<file path="src/rtl/opsel_pkg.sv">
// Shared helpers for the pipelined N:1 operand selector.
// Select-width function and the zero word returned on bad selects.
package opsel_pkg;

  localparam int OPSEL_MAX_W = 1024;

  // Zero fill returned for out-of-range selects; slice to WIDTH.
  localparam logic [OPSEL_MAX_W-1:0] ZERO_WORD = '0;

  function automatic int sel_width(input int n);
    return (n <= 2) ? 1 : $clog2(n);
  endfunction

endpackage

</file>
<file path="src/rtl/opsel_skid_buf.sv">
// Generic 2-entry valid/ready skid stage; in_ready is a flop output.
// Ports: clk, rst_n, in_beat/in_valid/in_ready, out_beat/out_valid/out_ready.
module opsel_skid_buf #(
  parameter int DW = 33
) (
  input  logic          clk,
  input  logic          rst_n,
  input  logic [DW-1:0] in_beat,
  input  logic          in_valid,
  output logic          in_ready,
  output logic [DW-1:0] out_beat,
  output logic          out_valid,
  input  logic          out_ready
);

  logic [DW-1:0] r_main;
  logic [DW-1:0] r_skid;
  logic          r_main_v;
  logic          r_skid_v;
  logic          w_acc;
  logic          w_load;

  assign in_ready  = !r_skid_v;
  assign out_beat  = r_main;
  assign out_valid = r_main_v;
  assign w_acc     = in_valid && !r_skid_v;
  // Main register is free to take a new beat this edge.
  assign w_load    = !r_main_v || out_ready;

  always_ff @(posedge clk or negedge rst_n) begin
    if (!rst_n) begin
      r_main   <= '0;
      r_skid   <= '0;
      r_main_v <= 1'b0;
      r_skid_v <= 1'b0;
    end else if (w_load) begin
      if (r_skid_v) begin
        r_main   <= r_skid;
        r_main_v <= 1'b1;
        r_skid_v <= 1'b0;
      end else if (w_acc) begin
        r_main   <= in_beat;
        r_main_v <= 1'b1;
      end else begin
        r_main_v <= 1'b0;
      end
    end else if (w_acc) begin
      r_skid   <= in_beat;
      r_skid_v <= 1'b1;
    end
  end

endmodule

</file>
<file path="src/rtl/operand_sel_pipe.sv">
// Pipelined N:1 operand selector with registered valid/ready output.
// Ports: clk, rst_n, in_data/in_sel/in_valid/in_ready,
// out_data/out_sel_err/out_valid/out_ready, err_cnt.
// OPSEL_SKID_EN adds a skid entry so in_ready is registered.
module operand_sel_pipe
  import opsel_pkg::*;
#(
  parameter int N_IN      = 4,
  parameter int WIDTH     = 32,
  parameter int SEL_W     = sel_width(N_IN),
  parameter int ERR_CNT_W = 16
) (
  input  logic                  clk,
  input  logic                  rst_n,
  input  logic [N_IN*WIDTH-1:0] in_data,
  input  logic [SEL_W-1:0]      in_sel,
  input  logic                  in_valid,
  output logic                  in_ready,
  output logic [WIDTH-1:0]      out_data,
  output logic                  out_sel_err,
  output logic                  out_valid,
  input  logic                  out_ready,
  output logic [ERR_CNT_W-1:0]  err_cnt
);

  typedef struct packed {
    logic [WIDTH-1:0] data;
    logic             sel_err;
  } beat_t;

  beat_t                w_beat;
  logic                 w_acc;
  logic [ERR_CNT_W-1:0] r_err_cnt;

  always_comb begin
    w_beat.data    = ZERO_WORD[WIDTH-1:0];
    w_beat.sel_err = 32'(in_sel) >= 32'(N_IN);
    for (int k = 0; k < N_IN; k++) begin
      if (32'(in_sel) == k)
        w_beat.data = in_data[k*WIDTH +: WIDTH];
    end
  end

  assign w_acc   = in_valid && in_ready;
  assign err_cnt = r_err_cnt;

  always_ff @(posedge clk or negedge rst_n) begin
    if (!rst_n)
      r_err_cnt <= '0;
    else if (w_acc && w_beat.sel_err && r_err_cnt != '1)
      r_err_cnt <= r_err_cnt + ERR_CNT_W'(1);
  end

`ifdef OPSEL_SKID_EN
  beat_t w_out_beat;

  opsel_skid_buf #(
    .DW($bits(beat_t))
  ) u_skid (
    .clk      (clk),
    .rst_n    (rst_n),
    .in_beat  (w_beat),
    .in_valid (in_valid),
    .in_ready (in_ready),
    .out_beat (w_out_beat),
    .out_valid(out_valid),
    .out_ready(out_ready)
  );

  assign out_data    = w_out_beat.data;
  assign out_sel_err = w_out_beat.sel_err;
`else
  beat_t r_beat;
  logic  r_valid;

  assign in_ready    = !r_valid || out_ready;
  assign out_data    = r_beat.data;
  assign out_sel_err = r_beat.sel_err;
  assign out_valid   = r_valid;

  always_ff @(posedge clk or negedge rst_n) begin
    if (!rst_n) begin
      r_beat  <= '0;
      r_valid <= 1'b0;
    end else if (w_acc) begin
      r_beat  <= w_beat;
      r_valid <= 1'b1;
    end else if (out_ready) begin
      r_valid <= 1'b0;
    end
  end
`endif

endmodule

</file>
<file path="config.mk">
export PLATFORM = sky130hd
export DESIGN_NAME = operand_sel_pipe
export DESIGN_NICKNAME = d
export VERILOG_FILES = /design/src/rtl/opsel_pkg.sv /design/src/rtl/opsel_skid_buf.sv /design/src/rtl/operand_sel_pipe.sv
export SDC_FILE = /design/constraint.sdc
export NUM_CORES = 1
export LEC_CHECK = 0
export CORE_MARGIN = 2
export CORE_UTILIZATION = 34
export DETAILED_ROUTE_END_ITERATION = 12
export HOLD_SLACK_MARGIN = 0.02
export PLACE_DENSITY = 0.81
export SYNTH_ARGS = -nofsm -noshare
export SYNTH_HDL_FRONTEND = slang
export SYNTH_SLANG_ARGS = --single-unit
</file>
<file path="constraint.sdc">
create_clock -name clk -period 1.69 [get_ports clk]
set_clock_uncertainty 0.05 [all_clocks]
set_input_delay 0.2535 -clock clk [delete_from_list [all_inputs] [get_ports clk]]
set_output_delay 0.2535 -clock clk [all_outputs]
set_load 0.02 [all_outputs]
</file>
# Word-level counts from Yosys, hierarchy flattened
# Cells that the tools add are included.
# classes
n_addsub	0
multipliers	0
n_div	0
magnitude_cmp	0
n_eq_ne	3
shifts	0
mux	6
n_bitwise	0
reduce_logical	5
# ops
cell	count
$mux W32	4
$eq A2 B2 Y1 const B	2
$eq A2 B1 Y1 const B	1
$logic_not A2 Y1	1
$mux W1	2
$reduce_bool A2 Y1	1
$logic_and A1 B1 Y1	1
$logic_not A1 Y1	1
$logic_or A1 B1 Y1	1
# totals
regBits	33
latchBits	0
ram_bits	0
romBits	0
input_bits	134
output_inout_bits	51
memories	0

# Longest topological paths before layout
# Gate-level depths: netlist of run 1.
# depth
ltp_word	5
ltp_mapped	5

# Least setup slack after synthesis of run 1
# OpenSTA, ideal clock, no wires.
# synth_path
path_kind	register to register
startpoint	register r_valid (netlist: out_valid)
endpoint	register r_beat, in the netlist out_data[18]
setup_ps	139
arrival_time_ps	1316
required_ps	1501
setup_slack_ps	185
path_stages_with_launch	6
n_path_buf	1
path_cell_list	dfrtp_1 nor2b_4 inv_1 nand3_1 buf_4 o221ai_1
# synth_between
elab_chain_cells	3
# synth_lines
element	line_no	source
start, declared	operand_sel_pipe.sv:74	logic r_valid;
start signal, assigned	operand_sel_pipe.sv:84	r_valid <= 1'b0;
start signal, assigned	operand_sel_pipe.sv:87	r_valid <= 1'b1;
start signal, assigned	operand_sel_pipe.sv:89	r_valid <= 1'b0;
$logic_not A1 Y1	operand_sel_pipe.sv:76	assign in_ready = !r_valid || out_ready;
$logic_or A1 B1 Y1	operand_sel_pipe.sv:76	
named net in_ready	operand_sel_pipe.sv:18	output logic in_ready,
$logic_and A1 B1 Y1	operand_sel_pipe.sv:44	assign w_acc = in_valid && in_ready;
end signal, assigned	operand_sel_pipe.sv:86	r_beat <= w_beat;
end, declared	operand_sel_pipe.sv:73	beat_t r_beat;
# The timed path passes the listed nets, and every way through them passes these cells.
# A chain may end at the register's enable or synchronous reset.

# Worst setup path after layout of run 1
# layout_path
startpoint	register r_beat, in the netlist out_data[23]
endpoint	output out_data[23]
# layout_rtl
element	line_no	source
end, declared	operand_sel_pipe.sv:19	output logic [WIDTH-1:0] out_data,
# No word-level cell between the ends.

==> results of run 1 <==
registers in the layout, summed over array words and instances (netlist names):
name and count:
out_data 32, out_valid 1
stage by stage:
stage	setup slack, ps	power [mW]	cell area (µm²)	util
floorplan	185	1.61	2450	-
global placement	-102	2.26	4150	0.610
detailed placement	-161	2.28	4150	0.610
CTS	99.3	2.95	4260	0.627
global route	56.0	3.08	4260	0.627
finish	125	2.90	4260	0.627
report_power, final:
group | switching [mW] | internal (mW)
combinational | 0.569 | 0.708
sequential | 0.0675 | 0.917
clock | 0.275 | 0.368
worst paths after layout:
kind,to,cells past startpoint
setup / recovery,out_data[23],1
hold / removal,out_data[28],3
setup reg to reg,out_data[5],4
hold reg to reg,out_data[21],2
max in group asynchronous,out_data[29],2
min in group asynchronous,out_data[11],2
cell families (layout without fill, tap and decap cells):
group                  after synthesis  after routing  synth area share
multiplexers                        64             64             0.268
other                                1             17           0.00157
AO/OA/AOI/OAI                       64             64             0.263
buffers and inverters               39            193             0.110
flip-flops                          33             33             0.345
AND/OR/NAND/NOR                      4              4            0.0120
per-layer routing:
layer  vias to the layer above  part of all wire  wire (µm)  track usage
met5                         -                 0          0            0
met4                         0             0.010         79       0.0559
met3                         6              0.11        819       0.0622
met2                       131              0.51       3910        0.351
met1                      1121              0.37       2790        0.221
li1                       1101                 -          -            -
layout by cell type, fill, tap and decap left out, types with 2 or more instances in the layout:
cell	instances
mux2i_1	64
clkdlybuf4s50_1	164
clkbuf_8	7
buf_12	4
dfrtp_1	33
o221ai_1	2
conb_1	17
o21ai_0	32
buf_4	12
o221ai_2	30
layout make-up:
type	count	area share
Clock buffer	7	0.0226
Timing Repair Buffer	183	0.431
Multi-Input combinational cell	149	0.321
Sequential cell	33	0.194
Tap cell	96	0.0282
Inverter	2	0.00176
Clock inverter	1	0.00118
what timing repair did:
| item | 4_1_cts | 5_1_grt |
|---|---|---|
| hold buffers | 1 | 0 |
| hold endpoints to repair | 33 | 0 |
| endpoints found under the setup margin | 1 | 0 |
| gates resized for setup | 1 | 0 |
==> flow_metrics.tcl, run 1 <==
set metrics [dict create \
    final.setup.tns_ps 0 \
    synth_most_common_cell "mux2i_1" \
    synth_top_cell_area_share 0.345 \
    slew_headroom 0.512 \
    status "completed" \
    insertedDiodeCount 0 \
    synth_ff_type "dfrtp_1" \
    setup_viol 0 \
    die_w_um 87.9 \
    fin_crit_ps 1560 \
    cp_max_fo 2 \
    layout.cells.non_filler 471 \
    whs_ps 464 \
    ios 185 \
    track_usage 0.195 \
    yosysWarnings 0 \
    place_inst 462 \
    hpwlAfterDp_um 6150 \
    finalMaxSlewViolations 0 \
    final_net_count 508 \
    globalplace.congestion 0.765 \
    grt_pass1_vias 2417 \
    cts_buffers 5 \
    powerDensity_nw_per_um2 682 \
    die-area_um2 7720 \
    layout-drive-gt1-share 0.157 \
    postSynthCellCount 205 \
    yosysSeqAreaShare 0.345 \
    viasPerCell 5.01 \
    async_flop_share 1.00 \
    cts.clk_slew.worst_paths_ps 70 \
    core_area_um2 6790 \
    grt_max_degree 34 \
    power.leakage_nw 1.78 \
    row_count 30 \
    ys_ff_latch 33 \
    period_share 0.926 \
    clock_sinks 33 \
    regArea_um2 826 \
    htreeDepth 2 \
    start_kind "flop" \
    peakVddDrop_v 0.000362 \
    post-cts-setup-buffers 0 \
    syn_avg_cell_area_um2 11.7 \
    synthTopCellsByArea "dfrtp_1 (35%), mux2i_1 (27%), o221ai_2 (19%), o21ai_0 (6.7%), buf_4 (6.6%)" \
    drc_errors 0 \
    yosys.area.top_type "dfrtp_1" \
    ant_nets 0 \
    via_count 2359 \
    grt.overflow.total 0 \
    holdCritStartpoint "in_sel[0]" \
    finalHoldViolations 0 \
    cts_tree "done" \
    path_class "flop to primary output" \
    fmax_ghz 0.639 \
    ys_types 16 \
    fillCellCount 569 \
    grt_setup_unrepaired "false" \
    syn_to_final_growth_pct 78.1 \
    grt_pass1_wl_um 11500 \
    crit_chain "clkdlybuf4s50_1" \
    cp_top_family "buffers and inverters" \
    drtIter0Drc 80 \
    path_buf_inv 1 \
    multi_input_area_um2 1370 \
    cts.path.max_buffers 2 \
    start_util 0.352 \
    die_y_um 87.9 \
    crit_start "out_data[23]" \
    end_kind "primary output" \
    synth_enable_flop_cells 0 \
    netlist_area_um2 2390 \
    crit_slowest_cell "clkdlybuf4s50_1" \
    required_ps 1390 \
    grt_antenna_before_repair 0 \
    finalWirelength_um 7600 \
    tightest_slew_ps 732 \
    clockRootBuffer "clkbuf_8" \
    cap_violations 0 \
    hold_path.class "input port to flop" \
    worstSkewPairLatency_ps 280 \
    wire_per_inst_um 16.1 \
    reg2reg_slack_ps 170 \
    cp.arrival_ps 1260 \
    place.port_buffers 167 \
    reg2reg_from "out_valid" \
    yosys-top-cells-count "mux2i_1 (64), dfrtp_1 (33), o21ai_0 (32)" \
    critPathMaxStageDelay_ps 620 \
    first_pass_iters 4 \
]
(Power assumes the default switching activity.)
==> run 2, diff against run 1 <==
--- a/config.mk
+++ b/config.mk
@@ -7,6 +7,7 @@
 export LEC_CHECK = 0
 export CORE_MARGIN = 2
 export CORE_UTILIZATION = 34
+export CTS_CLUSTER_DIAMETER = 60
 export DETAILED_ROUTE_END_ITERATION = 12
 export HOLD_SLACK_MARGIN = 0.02
 export PLACE_DENSITY = 0.81
==> results of run 2 <==
No change in the layout: final DEF, timing and power equal those of run 1.
